<file path="config.mk">
export PLATFORM = sky130hd
export DESIGN_NAME = a2d_rr_intf
export DESIGN_NICKNAME = d
export VERILOG_FILES = /design/src/rtl/a2d_rr_intf.sv
export SDC_FILE = /design/constraint.sdc
export NUM_CORES = 1
export LEC_CHECK = 0
export CORE_MARGIN = 8
export CORE_UTILIZATION = 53
export CTS_CLUSTER_DIAMETER = 60
export DETAILED_ROUTE_END_ITERATION = 10
export PLACE_DENSITY = 0.86
export SYNTH_ARGS = -nofsm -noshare
export SYNTH_HDL_FRONTEND = slang
export SYNTH_SLANG_ARGS = --single-unit
</file>
<file path="constraint.sdc">
create_clock -name clk -period 2 [get_ports clk]
set_input_delay 0.2 -clock clk [delete_from_list [all_inputs] [get_ports clk]]
set_output_delay 0.2 -clock clk [all_outputs]
set_load 0.01 [all_outputs]
</file>
<file path="src/rtl/a2d_rr_intf.sv">
// a2d_rr_intf: SPI master polling the ADC128S round-robin (left load cell, right load cell, battery).
// Each conversion is two 16-bit frames: the first sets the channel, the second reads its result.
module a2d_rr_intf #(
  parameter logic [2:0] LFT_CH = 3'd0,
  parameter logic [2:0] RGHT_CH = 3'd4,
  parameter logic [2:0] BATT_CH = 3'd5,
  parameter int DIV_W = 5
) (
  input  logic        clk,
  input  logic        rst_n,
  input  logic        nxt,
  output logic [11:0] lft_ld,
  output logic [11:0] rght_ld,
  output logic [11:0] batt,
  output logic        cnv_cmplt,
  output logic        SS_n,
  output logic        SCLK,
  output logic        MOSI,
  input  logic        MISO
);
  typedef enum logic [2:0] {IDLE, TX1, GAP, TX2, DONE} state_t;
  localparam logic [1:0] P_LFT = 2'd0, P_RGHT = 2'd1, P_BATT = 2'd2;
  localparam logic [DIV_W-1:0] DIV_LD = {2'b10, {(DIV_W-2){1'b1}}};
  localparam logic [DIV_W-1:0] DIV_SMP = {1'b0, {(DIV_W-1){1'b1}}};
  localparam logic [DIV_W-1:0] DIV_SFT = '1;
  state_t state_q, state_d;
  logic [1:0] rr_q;
  logic [15:0] shft_q, shft_d;
  logic [DIV_W-1:0] div_q, div_d;
  logic [4:0] cnt_q, cnt_d;
  logic miso_q, cnv_q;
  logic [11:0] lft_q, rght_q, batt_q;
  logic tx, smp, sft, fin, done;
  logic [2:0] ch;
  logic [15:0] cmd;
  assign tx = (state_q == TX1) || (state_q == TX2);
  assign smp = tx && (div_q == DIV_SMP);
  assign sft = tx && (div_q == DIV_SFT);
  // the first all-ones divider value precedes the first SCLK fall, so 17 events carry 16 shifts
  assign fin = sft && (cnt_q == 5'd16);
  assign done = state_q == DONE;
  assign ch = rr_q == P_LFT ? LFT_CH : rr_q == P_RGHT ? RGHT_CH : BATT_CH;
  assign cmd = {2'b00, ch, 11'h000};
  assign SS_n = !tx;
  assign SCLK = tx ? div_q[DIV_W-1] : 1'b1;
  assign MOSI = shft_q[15];
  assign lft_ld = lft_q;
  assign rght_ld = rght_q;
  assign batt = batt_q;
  assign cnv_cmplt = cnv_q;
  always_comb begin
    state_d = state_q;
    shft_d = shft_q;
    div_d = div_q + 1'b1;
    cnt_d = cnt_q;
    if (sft) begin
      cnt_d = cnt_q + 5'd1;
      if (cnt_q != 5'd0) shft_d = {shft_q[14:0], miso_q};
    end
    case (state_q)
      IDLE: if (nxt) begin
        state_d = TX1;
        shft_d = cmd;
        div_d = DIV_LD;
        cnt_d = 5'd0;
      end
      TX1: if (fin) state_d = GAP;
      GAP: begin
        state_d = TX2;
        shft_d = cmd;
        div_d = DIV_LD;
        cnt_d = 5'd0;
      end
      TX2: if (fin) state_d = DONE;
      default: state_d = IDLE;
    endcase
  end
  always_ff @(posedge clk) begin
    if (!rst_n) begin
      state_q <= IDLE;
      rr_q <= P_LFT;
      shft_q <= '0;
      div_q <= DIV_LD;
      cnt_q <= '0;
      miso_q <= 1'b0;
      cnv_q <= 1'b0;
      lft_q <= '0;
      rght_q <= '0;
      batt_q <= '0;
    end else begin
      state_q <= state_d;
      shft_q <= shft_d;
      div_q <= div_d;
      cnt_q <= cnt_d;
      if (smp) miso_q <= MISO;
      cnv_q <= done;
      if (done) rr_q <= rr_q == P_LFT ? P_RGHT : rr_q == P_RGHT ? P_BATT : P_LFT;
      if (done && rr_q == P_LFT) lft_q <= shft_q[11:0];
      if (done && rr_q == P_RGHT) rght_q <= shft_q[11:0];
      if (done && rr_q == P_BATT) batt_q <= shft_q[11:0];
    end
  end
endmodule

</file>
==> results.cfg, run 1 <==
[status]
status = finished clean

[critical_path]
crit_path_max_incr_delay_ns = 0.32
critPathRequiredTime_ns = 2.25
cp_max_fo = 15
worst_path_most_repeated_cell = sky130_fd_sc_hd__ha_1
critical_path.n_buffers_inverters = 1
timing.critical_path.max_delay_family = adder cells
cp-end-kind = flip-flop
startpoint_type = flip-flop
worstSetupPathType = flip-flop to flip-flop
cp_max_stage_cell = sky130_fd_sc_hd__dfxtp_1
cp.arrival_ns = 2.09
worstPathCellList = ha_1, and3_1, ha_1, nand3b_1, buf_4, o21ai_0, a221oi_1

[clock_tree]
cts-root-buf = sky130_fd_sc_hd__clkbuf_8
clkSinkCount = 69
cts_buffer_depth = 2
cts-buffers-inserted = 9
clk-insertion-delay-late_ns = 0.34
clkSlewWorstSetupHoldPaths_ns = 0.07
tritoncts = built
post_cts.repair.setup_buffers = 0
cts.htree.levels = 3

[global_route]
grt_util_all_layers = 0.180
grt_max_degree = 39
vias_in_the_first_global_route = 2326
grt_pass1_wl_um = 11200
number_of_antenna_violations_at_the_first_check_in_global_routing = 0
grt_remaining_overflow = 0

[final_layout]
layout.core_utilization = 0.677
layout-drive-gt1-share = 0.103
final_net_count = 373
insertedDiodeCount = 0
area_growth_pct = 22.7
nFillCells = 423

[detailed_routing]
number_of_violations_reported_at_the_end_of_detailed_routing_iteration_0 = 172
drc_violation_count_after_routing = 0
route.final.wire_length_um = 6870
via_per_inst = 5.78
route.antenna.remaining_nets = 0
wl_per_cell_um = 15.7
dr_total_vias = 2538
detailed_routing_iteration_count_for_the_pre_antenna_repair_pass = 5

[timing]
grt_setup_unrepaired = false
finalMaxSlewViolations = 0
timing.final.ws_setup_ns = 0.160
fin_hold_ws_ns = 0.475
timing.final.setup_violations = 0
peak_clock_frequency_supported_by_timing_mhz = 544
final.setup.tns_ns = 0
timing.final.crit_period_ns = 1.84
worst-slew-pin-transition_ns = 0.473
fin_worst_skew_ns = 0.00869
finalCritPeriodShare = 0.920
hold_viol_final = 0
slew_headroom = 0.683

[synthesis]
synth.yosys.seq_area_share = 0.487
synth_top_flop_cell = sky130_fd_sc_hd__dfxtp_1
synthMostInstantiatedCell = sky130_fd_sc_hd__dfxtp_1
syn-num-nets = 339
synth_top_cell_by_area = sky130_fd_sc_hd__dfxtp_1
netlist_top_cells_area = sky130_fd_sc_hd__dfxtp_1 (49%), sky130_fd_sc_hd__a21oi_1 (10%), sky130_fd_sc_hd__nand3_1 (9.5%)
async_flop_share = 0
avg_cell_area_syn_um2 = 8.59
ys_seq_elements = 69
synth.top_cell.area_share = 0.487
synth-edff-count = 0
netlist_area_um2 = 2840
synth_cell_type_count = 40
netlist_instances = 330
yosysWarnings = 0
synth_commonest_cells = sky130_fd_sc_hd__dfxtp_1 (69), sky130_fd_sc_hd__a21oi_1 (58), sky130_fd_sc_hd__nand3_1 (54)

[power_and_ir_drop]
power_total_mw = 2.53
p_per_area_nw_per_um2 = 726
p_leak_nw = 1.15
max-vdd-ir-drop_v = 0.000614

[place]
port_buffers = 43
global_placer_s_final_weighted_congestion = 0.805
place_hpwl_um = 4810
detailedPlace.worstSlack_ns = 0.176

[floorplanning]
ioPinCount = 44
die-height_um = 89.1
placementRows = 26
initial_core_util = 0.552
placeableCoreArea_um2 = 5140
floorplan.die_area_um2 = 7950
dieWidth_um = 89.1

[min_path]
hold_path.class = primary input to flip-flop

[job]
max_cap_violations = 0
==> worst paths after layout <==
kind                  from    endpoint  slack, ns  depth (start not counted)
setup / recovery  div_q[0]  shft_q[11]       0.16                          7
hold / removal        MISO      miso_q       0.47                          3
setup reg to reg  div_q[0]  shft_q[11]       0.16                          7
hold reg to reg    batt[8]     batt[8]       0.48                          2
==> cells in the final DEF (no fill, tap or decap), types with 5 or more instances in the layout <==
| cell type | netlist | routed |
|---|---|---|
| sky130_fd_sc_hd__a21oi_1 | 58 | 58 |
| sky130_fd_sc_hd__buf_4 | 4 | 9 |
| sky130_fd_sc_hd__clkbuf_8 | 0 | 10 |
| sky130_fd_sc_hd__clkdlybuf4s50_1 | 0 | 43 |
| sky130_fd_sc_hd__dfxtp_1 | 69 | 67 |
| sky130_fd_sc_hd__ha_1 | 5 | 5 |
| sky130_fd_sc_hd__nand2_1 | 11 | 11 |
| sky130_fd_sc_hd__nand3_1 | 54 | 54 |
| sky130_fd_sc_hd__nor2_1 | 8 | 8 |
| sky130_fd_sc_hd__o21ai_0 | 32 | 32 |
| sky130_fd_sc_hd__o21ai_1 | 22 | 22 |
==> worst reg2reg max path, delay by kind of cell (launching register included) <==
kind,cells,cell delay (ns)
adders and majority gates,2,0.46
DFF,1,0.32
and+or+nand+nor,2,0.41
AOI/OAI and AO/OA,2,0.33
buffers and inverters,1,0.23
==> layer usage <==
| metal | wire length, um | GRT usage | share of wire | up-vias |
|---|---|---|---|---|
| met1 | 2950 | 0.213 | 0.43 | 1185 |
| met2 | 3330 | 0.288 | 0.48 | 82 |
| li1 | - | - | - | 1254 |
| met4 | 155 | 0.0921 | 0.023 | 0 |
| met5 | 0 | 0 | 0 | - |
| met3 | 436 | 0.0542 | 0.063 | 17 |
==> metrics by stage <==
step / instance area, um2 / instances
after floorplan: 2840 / 330
after global placement: 3300 / 423
after detailed placement: 3300 / 423
after CTS: 3480 / 439
after global routing: 3480 / 439
final: 3480 / 439
==> cell type report <==
| cell class | instances | area (um2) | area share |
|---|---|---|---|
| multi-input combinational | 226 | 1290 | 0.372 |
| sequential | 69 | 1380 | 0.398 |
| timing repair buffer | 53 | 518 | 0.149 |
| tap | 70 | 87.6 | 0.0252 |
| clock inverter | 6 | 38.8 | 0.0111 |
| inverter | 5 | 18.8 | 0.00539 |
| clock buffer | 10 | 138 | 0.0396 |
==> where the power goes <==
group	total, mW	internal, mW	switching, mW	leakage, nW
Clock	1.00	0.478	0.523	0.0880
Combinational	0.118	0.0494	0.0686	0.508
Sequential	1.41	1.39	0.0184	0.558
Total	2.53	1.92	0.610	1.15
==> kinds of logic after synthesis <==
family / count (synthesis) / synth area share
AND/OR/NAND/NOR: 98 / 0.200
multiplexers: 2 / 0.00706
flip-flops: 69 / 0.487
buffers and inverters: 35 / 0.0560
XOR/XNOR: 3 / 0.00927
AO/OA/AOI/OAI: 118 / 0.218
adder cells (fa/ha/maj): 5 / 0.0221
==> what timing repair did <==
action                     in CTS  in global routing
hold buffers                    0                  0
setup endpoints to repair       0                  1
resized for setup               0                  2
==> flip-flops by register name, summed over array words and instances (netlist names) <==
| name | count |
|---|---|
| cnt_q | 5 |
| cnv_cmplt | 1 |
| rr_q | 2 |
| lft_ld | 12 |
| shft_q | 16 |
| div_q | 5 |
| rght_ld | 12 |
| batt | 12 |
| state_q | 3 |
| miso_q | 1 |
Note: power is estimated with default switching activity, not from simulation.
==> run 2: changes to the inputs <==
CTS_CLUSTER_SIZE = 24   (was unset)
clock period = 2.1 ns   (was 2 ns; I/O delays follow)
==> results.cfg, run 2 (synthesis gave the netlist of run 1 again) <==
[place]
placed_cells = 422
detailedPlace.worstSlack_ns = 0.256
place_hpwl_um = 4880
port_buffers = 43
global_placer_s_final_weighted_congestion = 0.821

[timing]
worst-slew-pin-transition_ns = 0.676
peak_clock_frequency_supported_by_timing_mhz = 507
timing.final.setup_violations = 0
finalMaxSlewViolations = 0
slew_headroom = 0.548
timing.final.crit_period_ns = 1.97
finalCritPeriodShare = 0.939
hold_viol_final = 0
final.setup.tns_ns = 0
timing.final.ws_setup_ns = 0.129
grt_setup_unrepaired = false
fin_worst_skew_ns = 0.00631

[global_route]
grt_util_all_layers = 0.184
vias_in_the_first_global_route = 2328
grt_max_degree = 39
number_of_antenna_violations_at_the_first_check_in_global_routing = 0
grt_remaining_overflow = 0
grt_pass1_wl_um = 11400

[detailed_routing]
route.final.wire_length_um = 7130
number_of_violations_reported_at_the_end_of_detailed_routing_iteration_0 = 214
route.antenna.remaining_nets = 0
dr_total_vias = 2554
drc_violation_count_after_routing = 0
via_per_inst = 5.84
wl_per_cell_um = 16.3
detailed_routing_iteration_count_for_the_pre_antenna_repair_pass = 4

[min_path]
hold_path.class = flip-flop to flip-flop
holdCritStartpoint = batt[9]
worstHoldPathCells = 2

[critical_path]
worstSetupPathType = flip-flop to primary output
worstPathCellList = nand2b_1, nand2b_1, clkdlybuf4s50_1
critPathRequiredTime_ns = 1.89
worst_setup_path_startpoint = state_q[0]
cp_max_stage_cell = sky130_fd_sc_hd__dfxtp_1
startpoint_type = flip-flop
cp-end-kind = primary output
reg2reg_setup_slack_ns = 0.23
cp_max_fo = 13
timing.rr.end = shft_q[13]
reg2regPathDepth = 5
critical_path.reg2reg.startpoint = cnt_q[0]
cp.arrival_ns = 1.76
worst_setup_path_endpoint = SCLK
worst_path_most_repeated_cell = sky130_fd_sc_hd__nand2b_1
crit_path_max_incr_delay_ns = 0.62

[floorplanning]
placementRows = 26
dieWidth_um = 89.1
initial_core_util = 0.552
placeableCoreArea_um2 = 5140
floorplan.die_area_um2 = 7950
ioPinCount = 44
die-height_um = 89.1

[power_and_ir_drop]
p_per_area_nw_per_um2 = 748
p_leak_nw = 1.17
max-vdd-ir-drop_v = 0.000478
power_total_mw = 2.61

[final_layout]
insertedDiodeCount = 0
area_growth_pct = 23.2
register_area_um2 = 1380
nFillCells = 431
mostFrequentLayoutCells = sky130_fd_sc_hd__dfxtp_1 (69), sky130_fd_sc_hd__a21oi_1 (58), sky130_fd_sc_hd__nand3_1 (54), sky130_fd_sc_hd__clkdlybuf4s50_1 (43), sky130_fd_sc_hd__o21ai_0 (32)
largest_register_by_flop_count = shft_q
final_net_count = 372
instances_no_fill = 437
layout-drive-gt1-share = 0.0926
largest_register_ffs = 16
mostFrequentLayoutCell = sky130_fd_sc_hd__dfxtp_1
multi_input_area_um2 = 1290

[job]
max_cap_violations = 0

[status]
status = finished clean

[clock_tree]
cts_stage_hold_buffer_count = 0
clkSinkCount = 69
clk-insertion-delay-late_ns = 0.34
cts-buffers-inserted = 9
post_cts.repair.setup_buffers = 0
clkSlewWorstSetupHoldPaths_ns = 0.07
postCtsResizedCells = 0
tritoncts = built
cts-root-buf = sky130_fd_sc_hd__clkbuf_8
cts.htree.levels = 3
cts_buffer_depth = 2
[run 2: final cells by class]
cell class,count,area share
repair buffers,52,0.143
clock buffers,10,0.0394
well taps,70,0.0251
inverters,5,0.00537
multi-input cells,226,0.371
flip-flops and latches,69,0.395
clock inverters,5,0.0215
[run 2: how the worst min path moves through the flow]
stage | slack, ns | endpoint
after floorplan | 0.28 | div_q[2]
after global placement | 0.45 | shft_q[15]
after detailed placement | 0.46 | shft_q[15]
after CTS | 0.47 | shft_q[15]
after global routing | 0.49 | shft_q[15]
final | 0.47 | batt[9]
[run 2: through the flow]
step	utilization	hold slack [ns]	cell area, um2
finish	0.680	0.475	3490
global route	0.680	0.490	3490
CTS	0.680	0.475	3490
detailed placement	0.638	0.461	3280
global placement	0.638	0.455	3280
floorplan	-	0.282	2840
[run 2: per-layer routing]
layer,up-vias,GRT usage,wire [um]
met3,13,0.0358,545
met1,1201,0.226,3000
met2,89,0.302,3490
met5,-,0,0
met4,0,0.0876,97
li1,1251,-,-
[run 2: power breakdown]
group / internal [mW] / switching [mW] / total, mW
Clock: 0.688 / 0.472 / 1.16
Sequential: 1.32 / 0.0178 / 1.34
Combinational: 0.0478 / 0.0654 / 0.113
Total: 2.06 / 0.555 / 2.61
[run 2: critical path, delay by kind of cell, from the launching register on]
kind / cells / cell delay [ns]
DFF: 1 / 0.62
buffers and inverters: 1 / 0.47
and+or+nand+nor: 2 / 0.33
==> run 3: changes to the inputs <==
--- a/config.mk
+++ b/config.mk
@@ -16 +16,2 @@
 export SYNTH_SLANG_ARGS = --single-unit
+export TNS_END_PERCENT = 100
--- a/constraint.sdc
+++ b/constraint.sdc
@@ -3,2 +3,2 @@
 set_output_delay 0.21 -clock clk [all_outputs]
-set_load 0.01 [all_outputs]
+set_load 0.02 [all_outputs]
==> results.cfg, run 3 (synthesis gave the netlist of run 1 again) <==
[status]
status = finished clean

[timing]
fin_hold_ws_ns = 0.475
worst-slew-pin-transition_ns = 0.676
peak_clock_frequency_supported_by_timing_mhz = 500
finalMaxSlewViolations = 0
timing.final.ws_setup_ns = 0.0990
grt_setup_unrepaired = false
timing.final.setup_violations = 0
fin_worst_skew_ns = 0.00631
timing.final.crit_period_ns = 2.00
finalCritPeriodShare = 0.953
final.setup.tns_ns = 0
hold_viol_final = 0
slew_headroom = 0.548

[job]
max_cap_violations = 0

[global_route]
grt_remaining_overflow = 0
grt_max_degree = 39
number_of_antenna_violations_at_the_first_check_in_global_routing = 0
vias_in_the_first_global_route = 2328
grt_util_all_layers = 0.184
grt_pass1_wl_um = 11400

[final_layout]
layout.core_utilization = 0.680
stdcell_area_um2 = 3490
largest_register_by_flop_count = shft_q
nFillCells = 431
insertedDiodeCount = 0
instances_no_fill = 437
register_area_um2 = 1380
mostFrequentLayoutCell = sky130_fd_sc_hd__dfxtp_1
largest_register_ffs = 16
multi_input_area_um2 = 1290
final_net_count = 372
mostFrequentLayoutCells = sky130_fd_sc_hd__dfxtp_1 (68), sky130_fd_sc_hd__a21oi_1 (58), sky130_fd_sc_hd__nand3_1 (54), sky130_fd_sc_hd__clkdlybuf4s50_1 (43), sky130_fd_sc_hd__o21ai_0 (32)
layout-drive-gt1-share = 0.0954
area_growth_pct = 23.3

[critical_path]
cp-end-kind = primary output
critPathRequiredTime_ns = 1.89
startpoint_type = flip-flop
worstSetupPathType = flip-flop to primary output
cp_max_fo = 14
cp.arrival_ns = 1.79

[clock_tree]
cts_stage_hold_buffer_count = 0
cts_buffer_depth = 2
clkSinkCount = 69
tritoncts = built
clk-insertion-delay-late_ns = 0.34
clkSlewWorstSetupHoldPaths_ns = 0.07
cts.htree.levels = 3
post_cts.repair.setup_buffers = 0
cts-root-buf = sky130_fd_sc_hd__clkbuf_8
cts-buffers-inserted = 9

[place]
placed_cells = 422
port_buffers = 43
place_hpwl_um = 4880
detailed_place.area_um2 = 3280
global_placer_s_final_weighted_congestion = 0.821
detailedPlace.worstSlack_ns = 0.256

[floorplanning]
dieWidth_um = 89.1
placeableCoreArea_um2 = 5140
placementRows = 26
ioPinCount = 44
floorplan.die_area_um2 = 7950
die-height_um = 89.1
initial_core_util = 0.552

[detailed_routing]
route.antenna.remaining_nets = 0
drc_violation_count_after_routing = 0
route.final.wire_length_um = 7130
via_per_inst = 5.84
detailed_routing_iteration_count_for_the_pre_antenna_repair_pass = 4
dr_total_vias = 2554
number_of_violations_reported_at_the_end_of_detailed_routing_iteration_0 = 214
wl_per_cell_um = 16.3

[power_and_ir_drop]
p_leak_nw = 1.17
max-vdd-ir-drop_v = 0.000478
power_total_mw = 2.62
p_per_area_nw_per_um2 = 749

[min_path]
hold_path.class = flip-flop to flip-flop
[run 3: cell counts in the layout (fill, tap and decap cells not counted)]
No cell type changed its count.
[run 3: where the power goes]
part / internal (mW) / switching [mW] / leakage (nW)
Clock: 0.688 / 0.472 / 0.112
Sequential: 1.32 / 0.0178 / 0.557
Combinational: 0.0478 / 0.0670 / 0.496
Total: 2.06 / 0.557 / 1.17
[run 3: what timing repair did]
action / 4_1_cts / 5_1_grt
endpoints found under the setup margin: 0 / 1
endpoints found under the hold margin: 0 / 0
gates resized for setup: 0 / 1
[run 3: final timing paths]
| kind | from | end | slack (ns) | cells after the start |
|---|---|---|---|---|
| hold reg to reg | batt[9] | batt[9] | 0.47 | 2 |
| setup reg to reg | cnt_q[0] | shft_q[13] | 0.23 | 5 |
| hold / removal | batt[9] | batt[9] | 0.47 | 2 |
| setup / recovery | state_q[2] | SCLK | 0.1 | 3 |
[run 3: critical path: stages (launching register included)]
cell and delay [ns]:
sky130_fd_sc_hd__dfxtp_1 0.55, sky130_fd_sc_hd__nand2b_1 0.20, sky130_fd_sc_hd__nand2b_1 0.11, sky130_fd_sc_hd__clkdlybuf4s50_1 0.60
[run 3: routing by layer]
layer / up-vias / GRT usage / share of wire
li1: 1251 / - / -
met1: 1201 / 0.226 / 0.42
met2: 89 / 0.302 / 0.49
met3: 13 / 0.0358 / 0.076
met4: 0 / 0.0876 / 0.014
met5: - / 0 / 0
[run 3: area by class of cell]
| class | instances | area share |
|---|---|---|
| clock buffer | 10 | 0.0394 |
| clock inverter | 5 | 0.0215 |
| inverter | 5 | 0.00537 |
| multi-input combinational | 226 | 0.371 |
| sequential | 69 | 0.396 |
| tap | 70 | 0.0251 |
| timing repair buffer | 52 | 0.142 |
